`config.mk`:
```
export PLATFORM = sky130hd
export DESIGN_NAME = csr_io_bank
export DESIGN_NICKNAME = d
export VERILOG_FILES = /design/src/rtl/csr_io_pkg.sv /design/src/rtl/csr_io_bank_io_sync.sv /design/src/rtl/csr_io_bank.sv
export SDC_FILE = /design/constraint.sdc
export NUM_CORES = 1
export LEC_CHECK = 0
export CAP_MARGIN = 10
export CORE_MARGIN = 2
export CORE_UTILIZATION = 57
export CTS_CLUSTER_DIAMETER = 200
export DETAILED_ROUTE_END_ITERATION = 12
export GPL_TIMING_DRIVEN = 0
export PLACE_DENSITY_LB_ADDON = 0.12
export SLEW_MARGIN = 20
export SYNTH_ARGS = -nofsm -noshare
export SYNTH_HDL_FRONTEND = slang
export SYNTH_SLANG_ARGS = --single-unit
```
`constraint.sdc`:
```
create_clock -name clk -period 7.25 [get_ports clk]
set_clock_uncertainty 0.2 [all_clocks]
set_input_delay 1.45 -clock clk [delete_from_list [all_inputs] [get_ports clk]]
set_output_delay 1.45 -clock clk [all_outputs]
set_load 0.05 [all_outputs]
```
`src/rtl/csr_io_pkg.sv`:
```
// Shared definitions for the CSR-mapped I/O bank.
//   csr_op_e     : CSR operation encoding carried on csr_op
//   DefaultBase  : CSR address of input channel 0 unless overridden
//   out_offset() : offset of the OUT region from BASE
//   edge_offset(): offset of the EDGE region from BASE
package csr_io_pkg;

    typedef enum logic [1:0] {
        CsrRead  = 2'd0,
        CsrWrite = 2'd1,
        CsrSet   = 2'd2,
        CsrClear = 2'd3
    } csr_op_e;

    localparam logic [11:0] DefaultBase = 12'hF00;

    // OUT channels follow directly after the IN channels.
    function automatic logic [11:0] out_offset(input int unsigned n_in);
        return 12'(n_in);
    endfunction

    // EDGE flag registers follow directly after the OUT channels.
    function automatic logic [11:0] edge_offset(input int unsigned n_in,
                                                input int unsigned n_out);
        return 12'(n_in + n_out);
    endfunction

endpackage

```
`src/rtl/csr_io_bank_io_sync.sv`:
```
// Per-bit flop-chain synchroniser for one input channel.
//   clk    : clock
//   rst_n  : synchronous active-low reset, clears every stage
//   data_i : asynchronous input word
//   data_o : synchronised word, STAGES cycles after the first sampling edge
module io_sync #(
    parameter int unsigned WIDTH  = 32,
    parameter int unsigned STAGES = 2
) (
    input  logic             clk,
    input  logic             rst_n,
    input  logic [WIDTH-1:0] data_i,
    output logic [WIDTH-1:0] data_o
);

    logic [WIDTH-1:0] stage_q [STAGES];
    logic [WIDTH-1:0] stage_d [STAGES];

    always_comb begin
        stage_d[0] = data_i;
        for (int s = 1; s < STAGES; s++) begin
            stage_d[s] = stage_q[s-1];
        end
    end

    always_ff @(posedge clk) begin
        if (!rst_n) begin
            for (int s = 0; s < STAGES; s++) begin
                stage_q[s] <= '0;
            end
        end else begin
            for (int s = 0; s < STAGES; s++) begin
                stage_q[s] <= stage_d[s];
            end
        end
    end

    assign data_o = stage_q[STAGES-1];

endmodule

```
`src/rtl/csr_io_bank.sv`:
```
// CSR-mapped I/O bank: N_IN synchronised inputs, N_OUT output registers and
// sticky per-input rising-edge flags with a combined interrupt.
//   clk, rst_n : clock, synchronous active-low reset
//   csr_valid  : one request per asserted cycle
//   csr_addr   : CSR address; IN at BASE+i, OUT at BASE+N_IN+j,
//                EDGE at BASE+N_IN+N_OUT+i
//   csr_op     : READ / WRITE / SET / CLEAR (csr_op_e)
//   csr_wdata  : write data or bit mask
//   csr_rdata  : registered read data (value before the request took effect)
//   csr_hit    : registered, request decoded to this bank
//   io_in      : asynchronous inputs, channel i at [i*WIDTH +: WIDTH]
//   io_out     : output registers, channel j at [j*WIDTH +: WIDTH]
//   edge_irq   : registered OR of all edge flags
module csr_io_bank
    import csr_io_pkg::*;
#(
    parameter int unsigned WIDTH       = 32,
    parameter int unsigned N_IN        = 2,
    parameter int unsigned N_OUT       = 2,
    parameter logic [11:0] BASE        = DefaultBase,
    parameter int unsigned SYNC_STAGES = 2
) (
    input  logic                   clk,
    input  logic                   rst_n,
    input  logic                   csr_valid,
    input  logic [11:0]            csr_addr,
    input  logic [1:0]             csr_op,
    input  logic [WIDTH-1:0]       csr_wdata,
    output logic [WIDTH-1:0]       csr_rdata,
    output logic                   csr_hit,
    input  logic [N_IN*WIDTH-1:0]  io_in,
    output logic [N_OUT*WIDTH-1:0] io_out,
    output logic                   edge_irq
);

    localparam logic [11:0] OutLo  = out_offset(N_IN);
    localparam logic [11:0] EdgeLo = edge_offset(N_IN, N_OUT);

    // ------------------------------------------------------------------
    // Input synchronisers
    // ------------------------------------------------------------------
    logic [WIDTH-1:0] in_sync [N_IN];

    for (genvar i = 0; i < N_IN; i++) begin : gen_sync
        io_sync #(
            .WIDTH  (WIDTH),
            .STAGES (SYNC_STAGES)
        ) u_io_sync (
            .clk    (clk),
            .rst_n  (rst_n),
            .data_i (io_in[i*WIDTH +: WIDTH]),
            .data_o (in_sync[i])
        );
    end

    // ------------------------------------------------------------------
    // Address decode
    // ------------------------------------------------------------------
    csr_op_e     op;
    logic [11:0] addr_off;
    logic        addr_ge_base;
    logic [N_IN-1:0]  in_sel;
    logic [N_OUT-1:0] out_sel;
    logic [N_IN-1:0]  edge_sel;

    assign op           = csr_op_e'(csr_op);
    // Addresses below BASE would wrap in 12-bit arithmetic; exclude them first.
    assign addr_ge_base = (csr_addr >= BASE);
    assign addr_off     = csr_addr - BASE;

    always_comb begin
        for (int i = 0; i < N_IN; i++) begin
            in_sel[i]   = csr_valid && addr_ge_base && (addr_off == 12'(i));
            edge_sel[i] = csr_valid && addr_ge_base && (addr_off == EdgeLo + 12'(i));
        end
        for (int j = 0; j < N_OUT; j++) begin
            out_sel[j] = csr_valid && addr_ge_base && (addr_off == OutLo + 12'(j));
        end
    end

    // ------------------------------------------------------------------
    // State
    // ------------------------------------------------------------------
    logic [WIDTH-1:0] out_q     [N_OUT];
    logic [WIDTH-1:0] out_d     [N_OUT];
    logic [WIDTH-1:0] edge_q    [N_IN];
    logic [WIDTH-1:0] edge_d    [N_IN];
    logic [WIDTH-1:0] in_prev_q [N_IN];
    logic [WIDTH-1:0] in_prev_d [N_IN];
    logic [WIDTH-1:0] rise      [N_IN];
    logic [WIDTH-1:0] clr_mask  [N_IN];
    logic [WIDTH-1:0] rdata_q, rdata_d;
    logic             hit_q, hit_d;
    logic             irq_q, irq_d;

    // Edge detection and write-1-to-clear masks.
    always_comb begin
        for (int i = 0; i < N_IN; i++) begin
            rise[i]      = in_sync[i] & ~in_prev_q[i];
            in_prev_d[i] = in_sync[i];
            clr_mask[i]  = '0;
            if (edge_sel[i] && ((op == CsrWrite) || (op == CsrClear))) begin
                clr_mask[i] = csr_wdata;
            end
            // A rise in the same cycle as a clear keeps the flag set.
            edge_d[i] = (edge_q[i] & ~clr_mask[i]) | rise[i];
        end
    end

    // Output register updates.
    always_comb begin
        for (int j = 0; j < N_OUT; j++) begin
            out_d[j] = out_q[j];
            if (out_sel[j]) begin
                unique case (op)
                    CsrWrite: out_d[j] = csr_wdata;
                    CsrSet:   out_d[j] = out_q[j] | csr_wdata;
                    CsrClear: out_d[j] = out_q[j] & ~csr_wdata;
                    default:  out_d[j] = out_q[j];
                endcase
            end
        end
    end

    // Read mux: always returns the pre-request value of the addressed register.
    always_comb begin
        rdata_d = '0;
        hit_d   = 1'b0;
        for (int i = 0; i < N_IN; i++) begin
            if (in_sel[i]) begin
                hit_d   = 1'b1;
                rdata_d = in_sync[i];
            end
            if (edge_sel[i]) begin
                hit_d   = 1'b1;
                rdata_d = edge_q[i];
            end
        end
        for (int j = 0; j < N_OUT; j++) begin
            if (out_sel[j]) begin
                hit_d   = 1'b1;
                rdata_d = out_q[j];
            end
        end
    end

    // Interrupt follows the flags by one cycle.
    always_comb begin
        irq_d = 1'b0;
        for (int i = 0; i < N_IN; i++) begin
            irq_d = irq_d | (|edge_q[i]);
        end
    end

    always_ff @(posedge clk) begin
        if (!rst_n) begin
            for (int j = 0; j < N_OUT; j++) begin
                out_q[j] <= '0;
            end
            for (int i = 0; i < N_IN; i++) begin
                edge_q[i]    <= '0;
                in_prev_q[i] <= '0;
            end
            rdata_q <= '0;
            hit_q   <= 1'b0;
            irq_q   <= 1'b0;
        end else begin
            for (int j = 0; j < N_OUT; j++) begin
                out_q[j] <= out_d[j];
            end
            for (int i = 0; i < N_IN; i++) begin
                edge_q[i]    <= edge_d[i];
                in_prev_q[i] <= in_prev_d[i];
            end
            rdata_q <= rdata_d;
            hit_q   <= hit_d;
            irq_q   <= irq_d;
        end
    end

    // ------------------------------------------------------------------
    // Outputs
    // ------------------------------------------------------------------
    for (genvar j = 0; j < N_OUT; j++) begin : gen_out
        assign io_out[j*WIDTH +: WIDTH] = out_q[j];
    end

    assign csr_rdata = rdata_q;
    assign csr_hit   = hit_q;
    assign edge_irq  = irq_q;

endmodule

```
; ---- Yosys cells after proc, flatten, opt, wreduce, memory -nomap -nowiden
; Memories as Yosys holds them, arrays and structs flattened.
; Cells that the tools add are included.
[classes]
add_sub_neg = 1
reduce_logical = 13
bitwise_logic = 26
n_lt_le_gt_ge = 1
n_eq_ne = 8
muxes = 30
[ops]
columns = op, n
row1 = $mux 32, 20
row2 = $and 32x32->32, 6
row3 = $pmux 32 s3, 2
row4 = $not 32->32, 5
row5 = $or 32x32->32, 4
row6 = $reduce_or 32->1, 2
row7 = $eq 12x2->1 const B, 2
row8 = $eq 12x3->1 const B, 2
row9 = $eq 12x1->1 const B, 1
row10 = $ge 12x12->1 const B, 1
row11 = $logic_not 12->1, 1
row12 = $sub 12x12->12 const B, 1
row13 = $or 1x1->1, 11
row14 = $logic_and 1x1->1, 9
row15 = $mux 1, 8
row16 = $eq 2x2->1 const B, 2
row17 = $eq 2x1->1 const B, 1
row18 = $logic_or 1x1->1, 1
[word_totals]
register_bits = 34
out_inout_bits = 98
input_bits = 113
elab_cells = 87
n_memories = 5
ramBits = 320
[mem_list]
columns = name, depth, width, read_ports, rd_ports_with_merged_regs, write_ports, line_no
row1 = edge_q, 2, 32, 2, 0, 2, csr_io_bank.sv:86  ; logic [WIDTH-1:0] edge_q [N_IN];
row2 = gen_sync[0].u_io_sync.stage_q, 2, 32, 2, 0, 2, csr_io_bank_io_sync.sv:16  ; logic [WIDTH-1:0] stage_q [STAGES];
row3 = gen_sync[1].u_io_sync.stage_q, 2, 32, 2, 0, 2, csr_io_bank_io_sync.sv:16
row4 = in_prev_q, 2, 32, 2, 0, 2, csr_io_bank.sv:88  ; logic [WIDTH-1:0] in_prev_q [N_IN];
row5 = out_q, 2, 32, 2, 0, 2, csr_io_bank.sv:84  ; logic [WIDTH-1:0] out_q [N_OUT];

; ---- Longest topological paths before layout
[depth]
ltp_word = 9
depth_mapped = 9
depth_no_buf = 5

; ---- By module
; Synthesis repeated with hierarchy kept, for this count alone.
[hier_totals]
hier_cells = 1462
hier_area_um2 = 13244.0
[modules_own_cells]
columns = mod, n_inst, seq_area_each_um2, area_each_um2, cells_per_inst
row1 = csr_io_bank, 1, 4524.3, 9660.5, 1194
row2 = io_sync, 2, 1281.2, 1791.7, 134

; ---- Worst setup path after synthesis
; Ideal clock, no wire load.
[synth_path]
kind = input -> register
start = input port csr_addr[4]
end = memory out_q[0][12]
n_path_buf = 2
setup_time_ns = 0.126
arrival_time_ns = 3.093
slack_ns = 3.831
stages = 7
path_cell_list = or4b_1 -> buf_2 -> nor4_4 -> nand3b_1 -> buf_2 -> o211ai_1 -> o21ai_0
[synth_lines]
columns = item, line_no
row1 = from (decl), csr_io_bank.sv:26  ; input logic [11:0] csr_addr,
row2 = to (decl), csr_io_bank.sv:84

; ---- Worst setup path after layout
[layout_path]
start = input port csr_addr[4]
end = register rdata_q[31], in the netlist csr_rdata[31]
[layout_between]
elab_chain_len = 9
elab_cells_between_ends = 21
[layout_rtl]
columns = item, line_no
row1 = $sub 12x12->12 / $ge 12x12->1 (equally long branches), "csr_io_bank.sv:69, csr_io_bank.sv:68"
row2 = $logic_not 12->1 / $logic_and 1x1->1 (equally long branches), "csr_io_bank.sv:73, csr_io_bank.sv:74, csr_io_bank.sv:77"
row3 = $logic_and 1x1->1, csr_io_bank.sv:73  ; in_sel[i] = csr_valid && addr_ge_base && (addr_off == 12'(i));
row4 = $mux 32, csr_io_bank.sv:130  ; if (in_sel[i]) begin
row5 = $mux 32, csr_io_bank.sv:134  ; if (edge_sel[i]) begin
row6 = $mux 32, csr_io_bank.sv:130
row7 = $mux 32, csr_io_bank.sv:134
row8 = $mux 32, csr_io_bank.sv:140  ; if (out_sel[j]) begin
row9 = $mux 32 (*), csr_io_bank.sv:140
row10 = to (signal assigned), csr_io_bank.sv:175  ; rdata_q <= rdata_d;
row11 = to (decl), csr_io_bank.sv:92  ; logic [WIDTH-1:0] rdata_q, rdata_d;
; Mark *: on every way between the ends. The rest lies on a longest branch, timed or not.
; A chain may end at the register's enable or synchronous reset.

==> flow_summary_export.csv <==
group,metric,value,unit
worst_setup_path,worstSetupEndpointType,"flop",
sta,hold_violations,0,
worst_setup_path,cpLargestDelayFamily,"buffers and inverters",
sta,period_share,56.6,%
global_route,globalRouteOverflowTotal,0,
detailed_routing,dr.pass1.iters,5,
sta,final.setup.tns,0,ns
placement,dp_hpwl,30600,µm
synthesis,synth_nets,1521,
detailed_routing,vias_per_cell,5.93,
synthesis,synth_top_family_by_area,"simple AND/OR/NAND/NOR gates",
final_layout,syn_to_final_growth,26.6,%
final_layout,final_cell_mix,"dfxtp_1 (354), clkdlybuf4s50_1 (207), and2_1 (192)",
worst_hold_path,hold_path.startpoint,"gen_sync[0].u_io_sync.stage_q[0][2]",
global_route,grt_max_degree,15,
synthesis,yosys_warnings,0,
final_layout,drive_gt1_share,4.72,%
worst_setup_path,crit_buf_inv,3,
clock_network,postCtsSetupRepairBufs,0,
synthesis,yosys_most_used_dff,"dfxtp_1",
clock_network,cts_buffers,35,
die,coreArea,22600,µm²
clock_network,cts_root_buf,"clkbuf_16",
worst_setup_path,path_class,"in2reg",
die,core.rowCount,55,
worst_setup_path,reg2reg_to,"edge_irq",
clock_network,cts_resized,0,
sta,finalMaxSlewViolations,0,
pwr,comb_power_share,7.2,%
synthesis,seq_area_frac_synth,53.9,%
placement,postPlaceCellArea,15600,µm²
worst_setup_path,r2r_slack,5.26,ns
worst_setup_path,arrival,4.25,ns
sta,max_freq,244,MHz
clock_network,ctsHoldBuffers,0,
placement,gp_congestion,0.941,
detailed_routing,wl,41500,µm
synthesis,muxShareOfSynthArea,0.0856,%
synthesis,ys_seq_elements,354,
die,dieArea,24300,µm²
synthesis,synth_edf_count,0,
clock_network,clock_latency,0.52,ns
placement,pre_cts_slack,2.71,ns
die,die_w,156,µm
flow_run,max_cap_violations,0,
final_layout,layout.nets,1765,
sta,slew_headroom,48.6,%
clock_network,htree_levels,2,
global_route,grt_use_total,33.8,%
pwr,p_per_area,243,nW/µm²
clock_network,cts_tree,"built",
synthesis,synth.distinct_cells,39,
synthesis,synth_area,13200,µm²
worst_hold_path,hold_path_class,"reg2reg",
worst_setup_path,crit_slowest_cell,"or4b_1",
die,die_h,156,µm
pwr,swShare,23.1,%
final_layout,final_common_cell,"dfxtp_1",
worst_setup_path,path_cells,"clkdlybuf4s50_1, or4b_1, buf_2, nor3_1, clkbuf_1, a22oi_1, o21ai_0",
detailed_routing,vias,11602,
pwr,total_power,0.00405,W
placement,port_buffers,207,
outcome,outcome,"complete, no violations",
sta,worst_hold_slack,0.228,ns
global_route,grt_pass1_vias,10908,
synthesis,synth-adder-area-share,0,%
worst_setup_path,r2r_start,"edge_q[0][22]",
synthesis,synth_xor_area_share,0.0666,%
die,start_util,58.1,%
sta,timing.final.ws_setup,3.15,ns
worst_hold_path,hold_path_end,"gen_sync[0].u_io_sync.stage_q[0][34]",
worst_hold_path,hold_depth,1,
final_layout,final_area,16700,µm²
pwr,vdd_drop_max,0.187,mV
sta,grt_setup_unrepaired,"false",
pwr,internal-power,0.00311,W
synthesis,yosys.area_share.simple,22.4,%
sta,worst_pin_slew,0.772,ns
detailed_routing,drc,0,
worst_setup_path,reg2regPathDepth,3,
clock_network,clockBufferDepth,3,
die,pin_count,211,
clock_network,cts_sinks,354,
sta,period_minus_slack,4.10,ns
synthesis,avgSynthCellArea,9.34,µm²
worst_setup_path,critical-path-max-stage-delay,0.60,ns
worst_setup_path,start_kind,"input port",
detailed_routing,routedWlPerCell,21.2,µm
synthesis,synthArstFlopShare,0,%
worst_setup_path,worstPathRequired,7.40,ns
pwr,p_leak,6.25,nW
clock_network,clk_pin_slew_worst_paths,0.06,ns
pwr,p_switching,0.000937,W
synthesis,synth_compound_area_share,20.3,%
final_layout,antennaDiodeCount,0,
synthesis,syn_inst,1408,
detailed_routing,ant_nets,0,
pwr,seq_power_share,50.5,%
detailed_routing,drt_iter0_drc,901,
sta,setup_viol,0,
worst_setup_path,crit_path_max_fanout,10,
global_route,grt_first_pass_wirelength,62400,µm
pwr,p_clk_share,42.3,%
global_route,grt_antenna_before_repair,0,
-- metrics by stage --
step                      std cells  utilization [%]
after detailed placement       1900             68.8
after global placement         1900             68.8
final                          1958             73.6
after CTS                      1958             73.6
after floorplan                1408                -
after global routing           1958             73.6
-- kinds of logic after synthesis --
| family | after synthesis |
|---|---|
| AOI/OAI and AO/OA | 437 |
| buffers and inverters | 102 |
| muxes | 1 |
| DFF | 354 |
| and+or+nand+nor | 513 |
| xor gates and xnor gates | 1 |
-- metal layers --
layer / global-route usage, % / routed length, µm
met5: 0 / 0
met4: 12.1 / 1490
met3: 8.17 / 5160
met2: 52.6 / 18200
met1: 46.2 / 16700
-- worst max path at each step --
stage | from | slack, ns | cells after the start | to
finish | csr_addr[4] | 3.15 | 7 | csr_rdata[31]
global route | csr_addr[4] | 3.12 | 7 | csr_rdata[31]
CTS | csr_addr[4] | 3.23 | 7 | csr_rdata[31]
detailed placement | csr_addr[4] | 2.71 | 7 | csr_rdata[31]
global placement | csr_addr[4] | 2.72 | 7 | csr_rdata[31]
floorplan | csr_addr[4] | 3.83 | 7 | out_q[0][12]
-- power groups by stage --
stage	combinational, W	sequential (W)	clock (W)
2_1_floorplan	0.000152	0.00207	0
5_1_grt	0.000315	0.00205	0.00179
3_5_place_dp	0.000284	0.00209	0
3_3_place_gp	0.000278	0.00208	0
4_1_cts	0.000287	0.00204	0.00172
6_report	0.000292	0.00205	0.00171
-- flip-flops by register name, summed over array words and instances, names as in the netlist --
name	count
gen_sync.u_io_sync.stage_q	128
edge_q	64
in_prev_q	64
out_q	64
csr_rdata	32
csr_hit	1
edge_irq	1
-- area by class of cell --
class,instances,area (µm²)
inverters,1,3.75
clock buffers,50,1010
plain buffers,101,425
repair buffers,207,2070
fillers,1685,5990
clock inverters,8,57.6
multi-input cells,952,5640
well taps,285,357
flip-flops and latches,354,7090
-- cell usage after synthesis (3+ instances only) --
library cell	n	area, µm²
dfxtp_1	354	7090
and2_1	192	1200
o21ai_0	189	946
nor2b_1	161	1010
clkbuf_1	79	297
nand2_1	68	255
a21oi_1	66	330
o211ai_1	64	480
nor2_1	51	191
a22oi_1	32	240
a22o_1	31	272
o2bb2ai_1	31	272
o21ai_1	22	110
nor4_1	17	106
buf_2	13	65.1
nand4_1	4	25.0
buf_4	3	22.5
clkbuf_2	3	15.0
nand3_1	3	15.0
Power figures use the tool's default switching activity.
